### config.mk
export PLATFORM = sky130hd
export DESIGN_NAME = binary_search_ctrl
export DESIGN_NICKNAME = d
export VERILOG_FILES = /design/src/rtl/binsearch_pkg.sv /design/src/rtl/binary_search_ctrl.sv
export SDC_FILE = /design/constraint.sdc
export NUM_CORES = 1
export LEC_CHECK = 0
export BUFFER_PORTS_ARGS = -buffer_cell sky130_fd_sc_hd__buf_4
export CAP_MARGIN = 15
export CORE_MARGIN = 2
export CORE_UTILIZATION = 59
export CTS_CLUSTER_DIAMETER = 80
export DETAILED_ROUTE_END_ITERATION = 6
export PLACE_DENSITY = 0.85
export SYNTH_ARGS = -nofsm -noshare
export SYNTH_HDL_FRONTEND = slang
export SYNTH_SLANG_ARGS = --single-unit
### constraint.sdc
create_clock -name clk -period 2.58 [get_ports clk]
set_input_delay 0.387 -clock clk [delete_from_list [all_inputs] [get_ports clk]]
set_output_delay 0.387 -clock clk [all_outputs]
set_load 0.01 [all_outputs]
### src/rtl/binsearch_pkg.sv
// Shared definitions for the binary search controller: default table
// address width and the FSM state encoding.
package binsearch_pkg;

    localparam int ADDR_W_DEFAULT = 5;

    typedef enum logic [2:0] {
        ST_IDLE  = 3'd0,
        ST_PROBE = 3'd1,
        ST_EVAL  = 3'd2,
        ST_DONE  = 3'd3,
        ST_MISS  = 3'd4
    } state_t;

endpackage

### src/rtl/binary_search_ctrl.sv
// Binary search sequencer over a sorted external table: narrows a low/high
// window one probe (PROBE + EVAL, two cycles) at a time.
module binary_search_ctrl
    import binsearch_pkg::*;
#(
    parameter int ADDR_W = ADDR_W_DEFAULT
) (
    input  logic              clk,
    input  logic              reset,
    input  logic              start,
    input  logic              Found,
    input  logic              Less_Or_Greather,
    output logic [ADDR_W-1:0] search_ADDR,
    output logic              busy,
    output logic              done,
    output logic              not_found
);

    localparam logic [ADDR_W-1:0] TOP_ADDR = {ADDR_W{1'b1}};

    state_t            state_q, state_d;
    logic [ADDR_W-1:0] low_q, low_d;
    logic [ADDR_W-1:0] high_q, high_d;
    logic [ADDR_W-1:0] addr_q, addr_d;
    logic              nf_q, nf_d;

    // Midpoint uses one extra bit so low+high never overflows.
    function automatic logic [ADDR_W-1:0] mid_of(input logic [ADDR_W-1:0] lo,
                                                 input logic [ADDR_W-1:0] hi);
        logic [ADDR_W:0] sum;
        sum = {1'b0, lo} + {1'b0, hi};
        return sum[ADDR_W:1];
    endfunction

    always_comb begin
        state_d = state_q;
        low_d   = low_q;
        high_d  = high_q;
        addr_d  = addr_q;
        nf_d    = nf_q;
        case (state_q)
            ST_IDLE: begin
                if (start) begin
                    low_d   = '0;
                    high_d  = TOP_ADDR;
                    addr_d  = mid_of('0, TOP_ADDR);
                    nf_d    = 1'b0;
                    state_d = ST_PROBE;
                end
            end
            ST_PROBE: state_d = ST_EVAL;
            ST_EVAL: begin
                // Bound checks precede the update so the window never wraps.
                if (Found) begin
                    state_d = ST_DONE;
                end else if (Less_Or_Greather) begin
                    if (addr_q == high_q) begin
                        nf_d    = 1'b1;
                        state_d = ST_MISS;
                    end else begin
                        low_d   = addr_q + 1'b1;
                        addr_d  = mid_of(low_d, high_q);
                        state_d = ST_PROBE;
                    end
                end else begin
                    if (addr_q == low_q) begin
                        nf_d    = 1'b1;
                        state_d = ST_MISS;
                    end else begin
                        high_d  = addr_q - 1'b1;
                        addr_d  = mid_of(low_q, high_d);
                        state_d = ST_PROBE;
                    end
                end
            end
            ST_DONE: state_d = ST_IDLE;
            ST_MISS: state_d = ST_IDLE;
            default: state_d = ST_IDLE;
        endcase
    end

    always_ff @(posedge clk) begin
        if (reset) begin
            state_q <= ST_IDLE;
            low_q   <= '0;
            high_q  <= TOP_ADDR;
            addr_q  <= '0;
            nf_q    <= 1'b0;
        end else begin
            state_q <= state_d;
            low_q   <= low_d;
            high_q  <= high_d;
            addr_q  <= addr_d;
            nf_q    <= nf_d;
        end
    end

    assign search_ADDR = addr_q;
    assign busy        = (state_q == ST_PROBE) || (state_q == ST_EVAL);
    assign done        = (state_q == ST_DONE) || (state_q == ST_MISS);
    assign not_found   = nf_q;

endmodule

==> results by group <==
Synth
  • Dominant synthesized flop cell: dfxtp_1
  • Mapped cell area: 1453 sq um
  • Sequential share of the synthesized area: 0.2618
  • Yosys cell types: 48
  • Yosys reg bits: 19
  • Mapped Cells: 164
  • Synth warn: 0
  • Avg Cell Area, Syn: 8.858 sq um
  • EDFF count, synth: 0
  • Syn Nets: 185
  • Post-synth ARST share: 0

Setup path
  • Worst setup SP type: register
  • CP endpoint: search_ADDR[4]
  • Worst EP arrival: 2.65 ns
  • R2R setup slack: 0.17 ns
  • R2R Path Start: search_ADDR[0]
  • Crit path from: search_ADDR[0]
  • Worst path cell trace: inv_1, ha_2, xor2_1, ha_1, nand3_1, a21boi_0, nor4_1, or4_1, mux2i_1
  • Cell depth of the worst flop-to-flop path: 9
  • Crit-path slowest cell: dfxtp_1
  • FF-to-FF End: search_ADDR[4]
  • CP required: 2.81 ns
  • CP Class: register to register
  • Crit Path Max Fanout: 6
  • CP endpoint kind: register
  • Critical path's largest stage delay: 0.45 ns

Die
  • Core Area: 2276 sq um
  • Die area: 2875 sq um
  • Die width: 53.62 um
  • Top Ports: 13
  • Row Count: 17
  • Die H: 53.62 um
  • Initial Utilization: 0.6383

Clocking
  • Worst-path clk slew: 0.12 ns
  • CTS sink count: 19
  • Clock buffer depth: 2
  • Clock Latency Late Sink: 0.31 ns
  • TritonCTS clock tree: done
  • Clock root cell: clkbuf_4
  • H-tree level count: 1
  • CTS buffer count: 3

GRT
  • Largest net degree at the start of global routing: 14
  • Initial antenna violation count: 0
  • GRT Residual Overflow: 0
  • First-pass GRT wire length: 5947 um
  • Vias in the first global route: 1271
  • All-Layer GR Usage: 0.2921

STA
  • Count of final hold-check violations: 0
  • Slew HR: 0.6527
  • RSZ-0062 raised after global routing: false
  • Post-route setup TNS: 0 ns
  • Least-Margin Pin Slew: 0.5197 ns
  • Fmax: 414.7 MHz
  • Final setup fails: 0
  • Max-slew violation count: 0
  • Fin crit share: 0.9347
  • Crit path time final: 2.411 ns
  • Setup Skew: 0.009694 ns

Final layout
  • Util after Layout: 0.6883
  • Synthesis-to-layout area growth: 7.838%
  • Nets: 194
  • Layout cell share with drive strength beyond 1: 0.1337
  • Antenna diodes: 0
  • Fin area: 1567 sq um

Placement
  • Placed instance area: 1535 sq um
  • Routability Congestion: 0.9852
  • Detail Placement HPWL: 2793 um
  • IO buf count: 12

Routing
  • Drt drc: 0
  • TritonRoute pass-1 iters: 5
  • Vias per cell: 6.755
  • 1st-iter DRT viols: 76
  • WL/cell: 18.30 um
  • DR vias: 1351
  • Routed wire length: 3659 um
  • Post-route ant nets: 0

Pwr
  • Cell Pwr Density: 531.9 nW/um^2
  • Pleak: 0.6514 nW
  • Maximum vdd ir drop: 0.3611 mV

Status
  • Status: finished, final reports clean

Min path
  • Hold crit path type: input port to register

Run
  • Number of max-cap violations: 0
-- per-stage QoR --
stage | worst slack [ns] | cells | hold slack (ns) | total power, mW
CTS | 0.1625 | 200 | 0.2972 | 0.8266
detailed placement | 0.2124 | 196 | 0.4988 | 0.6717
global placement | 0.3175 | 196 | 0.4894 | 0.6590
finish | 0.1686 | 200 | 0.3001 | 0.8332
global route | 0.01250 | 200 | 0.2948 | 0.8839
floorplan | 0.3142 | 164 | 0.4465 | 0.5899
-- repair_timing --
item                       CTS  global route
setup endpoints to repair    0             1
buffers inserted             0             0
resized for setup            0             2
hold buffers                 0             0
-- cell usage in the layout, fill, tap and decap left out, types with 4 or more instances in the layout --
| cell | instances |
|---|---|
| a21oi_1 | 6 |
| a22o_1 | 5 |
| buf_4 | 13 |
| dfxtp_1 | 18 |
| ha_1 | 13 |
| inv_1 | 4 |
| nand2_1 | 9 |
| nand2b_1 | 5 |
| nand3_1 | 9 |
| nor2_1 | 10 |
| nor3_1 | 9 |
| o21ai_0 | 8 |
| xnor2_1 | 13 |
| xor2_1 | 5 |
-- flip-flops by register name, summed over array words and instances, names as in the netlist --
name,cells
low_q,5
state_q,3
high_q,5
not_found,1
search_ADDR,5
-- synth_stat cells, types with 2 or more instances --
master | n | area share
mux2i_1 | 2 | 0.014
xnor2_1 | 13 | 0.078
clkbuf_1 | 2 | 0.0052
buf_2 | 4 | 0.014
and3_1 | 2 | 0.0086
a21boi_0 | 2 | 0.010
fa_1 | 2 | 0.028
nand2_1 | 9 | 0.023
nand2b_1 | 5 | 0.022
a22o_1 | 5 | 0.030
nand3b_1 | 2 | 0.010
nor3_1 | 9 | 0.031
nor3b_1 | 2 | 0.010
nor2_1 | 10 | 0.026
and3b_1 | 2 | 0.012
o21ai_0 | 8 | 0.028
dfxtp_1 | 19 | 0.26
ha_1 | 14 | 0.12
a21oi_1 | 6 | 0.021
xor2_1 | 5 | 0.030
o211a_1 | 2 | 0.014
nand3_1 | 9 | 0.031
a311oi_1 | 2 | 0.012
inv_1 | 4 | 0.010
-- cell families after synthesis --
family | count (synthesis) | share of synthesized area
adders and majority gates | 16 | 0.1482
buffers and inverters | 13 | 0.04479
AOI/OAI and AO/OA | 38 | 0.2042
DFF | 19 | 0.2618
xor gates and xnor gates | 18 | 0.1085
and+or+nand+nor | 58 | 0.2188
muxes | 2 | 0.01378
-- routing by layer --
metal,GRT usage,share of wire
met3,0.09722,0.12
met4,0.1368,0.036
met2,0.4383,0.43
met5,0,0
met1,0.3765,0.41
-- worst min path at each step --
stage              start        endpoint  slack (ns)  cells after the start
2_1_floorplan   low_q[0]        low_q[0]        0.45                      1
3_3_place_gp   not_found       not_found        0.49                      2
3_5_place_dp   not_found       not_found        0.50                      2
4_1_cts            reset      state_q[1]        0.30                      2
5_1_grt            reset  search_ADDR[0]        0.29                      2
6_report           reset      state_q[1]        0.30                      2
-- critical path, delay by kind of cell, from the launching register on --
kind                       cells  cell delay (ns)
adders and majority gates      2             0.60
muxes                          1             0.15
and+or+nand+nor                3             0.58
buffers and inverters          1             0.16
xor gates and xnor gates       1             0.16
AOI/OAI and AO/OA              1             0.23
DFF                            1             0.45
-- power breakdown --
part	switching, mW	internal [mW]	total, mW
Clock	0.0990	0.0579	0.157
Combinational	0.188	0.146	0.335
Sequential	0.0337	0.308	0.342
-- layout make-up --
class                   instances  area (sq um)
inverters                       4         15.01
repair buffers                 13         97.59
multi-input cells             132          1010
well taps                      28         35.03
clock buffers                   3         22.52
clock inverters                 1         5.005
flip-flops and latches         19         381.6
fillers                       175         709.4
Power figures use the tool's default switching activity.
